===== config.mk =====
export PLATFORM = sky130hd
export DESIGN_NAME = gba_irq_controller_flat
export DESIGN_NICKNAME = d
export VERILOG_FILES = /design/src/rtl/gba_irq_pkg.sv /design/src/rtl/gba_irq_controller_if.sv /design/src/rtl/irq_edge_detect.sv /design/src/rtl/gba_irq_controller.sv /design/src/flat_wrapper.sv
export SDC_FILE = /design/constraint.sdc
export NUM_CORES = 1
export LEC_CHECK = 0
export BUFFER_PORTS_ARGS = -buffer_cell sky130_fd_sc_hd__buf_2
export CAP_MARGIN = 25
export CORE_UTILIZATION = 40
export CTS_CLUSTER_DIAMETER = 60
export DETAILED_ROUTE_END_ITERATION = 10
export GPL_TIMING_DRIVEN = 0
export PLACE_DENSITY_LB_ADDON = 0.08
export SLEW_MARGIN = 0
export SYNTH_ARGS = -nofsm -noshare
export SYNTH_HDL_FRONTEND = slang
export SYNTH_SLANG_ARGS = --single-unit

===== constraint.sdc =====
create_clock -name clock_16 -period 1.1 [get_ports clock_16]
set_clock_uncertainty 0.2 [all_clocks]
set_input_delay 0.055 -clock clock_16 [delete_from_list [all_inputs] [get_ports clock_16]]
set_output_delay 0.055 -clock clock_16 [all_outputs]
set_load 0.02 [all_outputs]

===== src/rtl/gba_irq_pkg.sv =====
// Shared definitions for the GBA interrupt controller: source bit indices,
// the 16-bit register vector type and a helper that builds the implemented-bit mask.
package gba_irq_pkg;

  localparam int IRQ_VBLANK  = 0;
  localparam int IRQ_HBLANK  = 1;
  localparam int IRQ_VCOUNT  = 2;
  localparam int IRQ_TIMER0  = 3;
  localparam int IRQ_TIMER1  = 4;
  localparam int IRQ_TIMER2  = 5;
  localparam int IRQ_TIMER3  = 6;
  localparam int IRQ_SERIAL  = 7;
  localparam int IRQ_DMA0    = 8;
  localparam int IRQ_DMA1    = 9;
  localparam int IRQ_DMA2    = 10;
  localparam int IRQ_DMA3    = 11;
  localparam int IRQ_KEYPAD  = 12;
  localparam int IRQ_GAMEPAK = 13;

  localparam int NUM_IRQ = 14;

  typedef logic [15:0] irq_vec_t;

  // Ones in the low n bits; register bits above the implemented sources read as 0.
  function automatic irq_vec_t src_mask(input int n);
    irq_vec_t m;
    m = '0;
    for (int i = 0; i < 16; i++) begin
      if (i < n) m[i] = 1'b1;
    end
    return m;
  endfunction

endpackage


===== src/rtl/gba_irq_controller_if.sv =====
// CPU-register and interrupt-request bundle between the bus/peripheral side
// and the interrupt controller.
interface gba_irq_controller_if #(parameter int NUM_SRC = 14);

  logic [NUM_SRC-1:0] irq_src;
  logic               ie_wr;
  logic [15:0]        ie_wdata;
  logic               if_ack_wr;
  logic [15:0]        if_ack_data;
  logic               ime_wr;
  logic               ime_wdata;
  logic [15:0]        reg_IE;
  logic [15:0]        reg_IF;
  logic               reg_IME;
  logic               irq;
  logic               wake;

  modport master (
    output irq_src, ie_wr, ie_wdata, if_ack_wr, if_ack_data, ime_wr, ime_wdata,
    input  reg_IE, reg_IF, reg_IME, irq, wake
  );

  modport slave (
    input  irq_src, ie_wr, ie_wdata, if_ack_wr, if_ack_data, ime_wr, ime_wdata,
    output reg_IE, reg_IF, reg_IME, irq, wake
  );

endinterface


===== src/rtl/irq_edge_detect.sv =====
// Rising-edge detector for interrupt request levels; the history register clears
// on reset so a level already high at release yields one edge.
module irq_edge_detect #(
  parameter int WIDTH = 14
) (
  input  logic             clk,
  input  logic             rst_n,
  input  logic [WIDTH-1:0] src,
  output logic [WIDTH-1:0] rise
);

  logic [WIDTH-1:0] src_q;

  always_ff @(posedge clk or negedge rst_n) begin
    if (!rst_n) begin
      src_q <= '0;
    end else begin
      src_q <= src;
    end
  end

  assign rise = src & ~src_q;

endmodule


===== src/rtl/gba_irq_controller.sv =====
// GBA interrupt controller: latches source edges into IF, masks with IE/IME and
// drives a registered IRQ line plus a combinational HALT wake indication.
module gba_irq_controller
  import gba_irq_pkg::*;
#(
  parameter int NUM_SRC = NUM_IRQ
) (
  input  logic                  clock_16,
  input  logic                  reset,
  gba_irq_controller_if.slave   bus
);

  localparam irq_vec_t SRC_MASK = src_mask(NUM_SRC);

  logic [NUM_SRC-1:0] rise;
  irq_vec_t           rise_ext;
  irq_vec_t           ack_mask;
  irq_vec_t           if_next;
  irq_vec_t           ie_q;
  irq_vec_t           if_q;
  logic               ime_q;
  logic               irq_q;
  logic               pending;

  irq_edge_detect #(
    .WIDTH (NUM_SRC)
  ) u_edge (
    .clk   (clock_16),
    .rst_n (reset),
    .src   (bus.irq_src),
    .rise  (rise)
  );

  // Set wins over acknowledge so an edge arriving with an ack is never dropped.
  always_comb begin
    rise_ext                = '0;
    rise_ext[NUM_SRC-1:0]   = rise;
    ack_mask                = bus.if_ack_wr ? bus.if_ack_data : '0;
    if_next                 = (if_q & ~ack_mask) | rise_ext;
  end

  assign pending = |(ie_q & if_q);

  // Register stage: IE/IF/IME state and the IRQ line derived from current state.
  always_ff @(posedge clock_16 or negedge reset) begin
    if (!reset) begin
      ie_q  <= '0;
      if_q  <= '0;
      ime_q <= 1'b0;
      irq_q <= 1'b0;
    end else begin
      if_q <= if_next;
      if (bus.ie_wr)  ie_q  <= bus.ie_wdata & SRC_MASK;
      if (bus.ime_wr) ime_q <= bus.ime_wdata;
      irq_q <= ime_q & pending;
    end
  end

  assign bus.reg_IE  = ie_q;
  assign bus.reg_IF  = if_q;
  assign bus.reg_IME = ime_q;
  assign bus.irq     = irq_q;
  assign bus.wake    = pending;

endmodule

===== src/flat_wrapper.sv =====
// flat-port wrapper written by rule: the top's interface ports become plain ports
module gba_irq_controller_flat import gba_irq_pkg::*;
#(
  parameter int NUM_SRC = NUM_IRQ
)
  (clock_16, reset, bus_irq_src, bus_ie_wr, bus_ie_wdata, bus_if_ack_wr, bus_if_ack_data, bus_ime_wr, bus_ime_wdata, bus_reg_IE, bus_reg_IF, bus_reg_IME, bus_irq, bus_wake);
  gba_irq_controller_if #(.NUM_SRC(NUM_SRC)) bus_i ();
  input  logic clock_16;
  input  logic reset;
  input wire logic [$bits(bus_i.irq_src)-1:0] bus_irq_src;
  input wire logic [$bits(bus_i.ie_wr)-1:0] bus_ie_wr;
  input wire logic [$bits(bus_i.ie_wdata)-1:0] bus_ie_wdata;
  input wire logic [$bits(bus_i.if_ack_wr)-1:0] bus_if_ack_wr;
  input wire logic [$bits(bus_i.if_ack_data)-1:0] bus_if_ack_data;
  input wire logic [$bits(bus_i.ime_wr)-1:0] bus_ime_wr;
  input wire logic [$bits(bus_i.ime_wdata)-1:0] bus_ime_wdata;
  output wire logic [$bits(bus_i.reg_IE)-1:0] bus_reg_IE;
  output wire logic [$bits(bus_i.reg_IF)-1:0] bus_reg_IF;
  output wire logic [$bits(bus_i.reg_IME)-1:0] bus_reg_IME;
  output wire logic [$bits(bus_i.irq)-1:0] bus_irq;
  output wire logic [$bits(bus_i.wake)-1:0] bus_wake;
  assign bus_i.irq_src = bus_irq_src;
  assign bus_i.ie_wr = bus_ie_wr;
  assign bus_i.ie_wdata = bus_ie_wdata;
  assign bus_i.if_ack_wr = bus_if_ack_wr;
  assign bus_i.if_ack_data = bus_if_ack_data;
  assign bus_i.ime_wr = bus_ime_wr;
  assign bus_i.ime_wdata = bus_ime_wdata;
  assign bus_reg_IE = bus_i.reg_IE;
  assign bus_reg_IF = bus_i.reg_IF;
  assign bus_reg_IME = bus_i.reg_IME;
  assign bus_irq = bus_i.irq;
  assign bus_wake = bus_i.wake;
  gba_irq_controller #(.NUM_SRC(NUM_SRC)) u_core (.clock_16(clock_16), .reset(reset), .bus(bus_i));
endmodule

==> impl_metrics.env <==
export IMPL_clock_sinks=46
export IMPL_setup_worst_path_class="reg -> out"
export IMPL_worstRegToRegCells=4
export IMPL_fmax_ghz=0.564
export IMPL_vias=1519
export IMPL_p_sw_share_pct=26.6
export IMPL_drt_initial_drc_count=59
export IMPL_die_y_um=66.9
export IMPL_syn_area_per_cell_um2=12.3
export IMPL_rrSetupSlack_ns=-0.38
export IMPL_synth_seq_cells=46
export IMPL_fin_util_pct=76.1
export IMPL_cts_buffers=5
export IMPL_yosysTopAreaCell="dfrtp_1"
export IMPL_ios=87
export IMPL_postRouteAntennaNets=0
export IMPL_nets=338
export IMPL_path_max_fanout=2
export IMPL_power_density_nw_per_um2=1360
export IMPL_power_frac_clock_pct=29.2
export IMPL_cts_buffer_depth=2
export IMPL_power_frac_seq_pct=46.9
export IMPL_grt_overflow_total=0
export IMPL_grt_setup_unrepaired="yes"
export IMPL_r2r_end="u_core.bus.irq$_DFF_PN0_"
export IMPL_p_int_mw=3.06
export IMPL_start_kind="flop"
export IMPL_antenna_cells=0
export IMPL_fp_row_count=23
export IMPL_final_setup_worst_slack_ns=-0.674
export IMPL_synthCells=137
export IMPL_routedWlPerCell_um=13.9
export IMPL_violations="negative hold slack, negative setup slack"
export IMPL_ir_drop_uv=1150
export IMPL_synth_top_area_share_pct=68.3
export IMPL_synth_area_leaders="dfrtp_1, mux2_2, nand2_1"
export IMPL_slew_violations=0
export IMPL_die_x_um=66.9
export IMPL_worstPathArrival_ns=1.52
export IMPL_antenna_found_initial=0
export IMPL_first_pass_iters=4
export IMPL_ys_types=16
export IMPL_place_gp_congestion=0.671
export IMPL_outcome="complete, but fails checks"
export IMPL_grt_max_degree=47
export IMPL_period_minus_slack_ns=1.77
export IMPL_cts_htree_levels=2
export IMPL_holdWs_ns=-0.0774
export IMPL_port_buffers=81
export IMPL_synth_warnings=0
export IMPL_first_global_vias=1455
export IMPL_finalSetupViolCount=33
export IMPL_crit_path_end_kind="primary output"
export IMPL_crit_required_ns=0.84
export IMPL_core_area_um2=4030
export IMPL_switching_power_mw=1.11
export IMPL_cts_root_buf="clkbuf_8"
export IMPL_hold_path_class="in -> reg"
export IMPL_grt_use_total_pct=20.7
export IMPL_hold_depth=2
export IMPL_vias_per_cell=4.51
export IMPL_synthesis_area_um2=1690
export IMPL_p_leak_nw=1.52
export IMPL_post_route_drc_count=0
export IMPL_clk_latency_ns=0.30
export IMPL_clk_pin_slew_worst_paths_ns=0.09
export IMPL_cts_tree="done"
export IMPL_hold_end="u_core.bus.reg_IE[6]$_DFFE_PN0P_"
export IMPL_area_growth_pct=81.8
export IMPL_initial_core_util_pct=41.8
export IMPL_cap_violations=0
export IMPL_drive_gt1_share_pct=46.7
export IMPL_power_frac_comb_pct=23.8
export IMPL_r2r_start="u_core.bus.reg_IF[2]$_DFF_PN0_"
export IMPL_hold_path_startpoint="bus_ie_wr"
export IMPL_power_total_mw=4.17
export IMPL_grt_pass1_wl_um=6560
export IMPL_hold_viol=8
export IMPL_wl_um=4680
export IMPL_dieArea_um2=4480
export IMPL_yosysSeqAreaShare_pct=68.3
export IMPL_min_period_over_period_pct=161
export IMPL_dpl_hpwl_um=2610
-- kinds of logic after synthesis --
logic type	share of synthesized area [%]
multiplexers	10.0
other	0.223
flip-flops	68.3
AO/OA/AOI/OAI	9.06
buffers and inverters	5.05
AND/OR/NAND/NOR	7.35
-- sequential cells by signal, indices dropped and copies added, names as in the netlist --
signal               count
u_core.bus.reg_IF       16
u_core.u_edge.src_q     14
u_core.bus.irq           1
u_core.bus.reg_IME       1
u_core.bus.reg_IE       14
-- final cells by class --
class / instances / area, µm²
Buffer: 5 / 32.5
Clock buffer: 5 / 68.8
Clock inverter: 3 / 40.0
Fill cell: 274 / 965
Inverter: 14 / 52.6
Multi-Input combinational cell: 73 / 488
Sequential cell: 46 / 1160
Tap cell: 50 / 62.6
Timing Repair Buffer: 141 / 1160
-- cells in the mapped netlist --
library cell / number
inv_1: 14
conb_1: 1
nand3_1: 1
a21boi_1: 1
mux2_2: 15
clkbuf_2: 1
o21ai_0: 14
a22oi_2: 1
dfrtp_1: 46
a22oi_1: 6
o31a_2: 1
buf_4: 3
a21boi_0: 1
or3_1: 1
nand2_1: 30
buf_2: 1
-- how the worst max path moves through the flow --
| stage | cells after the start | from | endpoint | slack, ns |
|---|---|---|---|---|
| final | 4 | u_core.bus.reg_IE[0]$_DFFE_PN0P_ | bus_wake | -0.67 |
| after global placement | 4 | u_core.bus.reg_IF[12]$_DFF_PN0_ | bus_wake | -0.41 |
| after CTS | 4 | u_core.bus.reg_IF[12]$_DFF_PN0_ | bus_wake | -0.69 |
| after floorplan | 3 | u_core.bus.reg_IE[0]$_DFFE_PN0P_ | bus_wake | -0.28 |
| after global routing | 4 | u_core.bus.reg_IF[9]$_DFF_PN0_ | bus_wake | -0.72 |
| after detailed placement | 4 | u_core.bus.reg_IE[12]$_DFFE_PN0P_ | bus_wake | -0.43 |
-- routing by layer --
| layer | vias to the layer above | track usage [%] | wire length (µm) |
|---|---|---|---|
| met5 | - | 0 | 0 |
| met4 | 0 | 7.98 | 65 |
| met3 | 7 | 5.99 | 247 |
| met2 | 50 | 36.0 | 2580 |
| met1 | 722 | 23.7 | 1780 |
| li1 | 740 | - | - |
-- placed cells by master (no fill, tap or decap) --
cell            n
buf_2          57
dlygate4sd3_1  48
dfrtp_1        42
nand2_1        30
buf_6          30
mux2_2         15
inv_1          14
o21ai_0        14
buf_4           9
a22oi_2         6
clkbuf_8        5
dfrtp_2         4
conb_1          2
clkinv_2        2
clkbuf_2        1
a22oi_1         1
nand3_2         1
or3_4           1
o31a_2          1
a21boi_1        1
a21boi_0        1
bufinv_16       1
buf_12          1
-- power groups by stage --
| stage | Combinational [mW] | Sequential [mW] | Clock, mW |
|---|---|---|---|
| after floorplan | 0.188 | 2.10 | 0 |
| after global placement | 0.617 | 1.96 | 0 |
| after detailed placement | 0.632 | 1.97 | 0 |
| after CTS | 0.841 | 1.94 | 1.25 |
| after global routing | 1.07 | 1.98 | 1.32 |
| final | 0.995 | 1.96 | 1.22 |
-- worst max-delay path, cell delays in order, from the launching register on --
cell and delay [ns]:
dfrtp_2 0.42, a22oi_2 0.19, nand2_1 0.09, or3_4 0.39, buf_6 0.14
-- per-stage QoR --
| stage | hold slack (ns) | setup TNS (ns) | cells | setup slack (ns) | instance area (µm²) |
|---|---|---|---|---|---|
| 4_1_cts | -0.254 | -2.32 | 328 | -0.686 | 2850 |
| 3_5_place_dp | -0.0223 | -2.63 | 269 | -0.431 | 2170 |
| 5_1_grt | -0.0851 | -3.35 | 337 | -0.719 | 3060 |
| 3_3_place_gp | -0.0233 | -1.92 | 269 | -0.406 | 2170 |
| 6_report | -0.0774 | -2.29 | 337 | -0.674 | 3060 |
| 2_1_floorplan | -0.441 | -0.527 | 138 | -0.275 | 1700 |
-- repair_timing --
item / in CTS / in global routing
endpoints found under the setup margin: 31 / 36
hold buffers: 46 / 2
gates resized for setup: 21 / 40
setup buffers: 5 / 7
pin swaps: 4 / 5
hold endpoints to repair: 91 / 52
No activity file was read; power rests on OpenSTA's default activity.
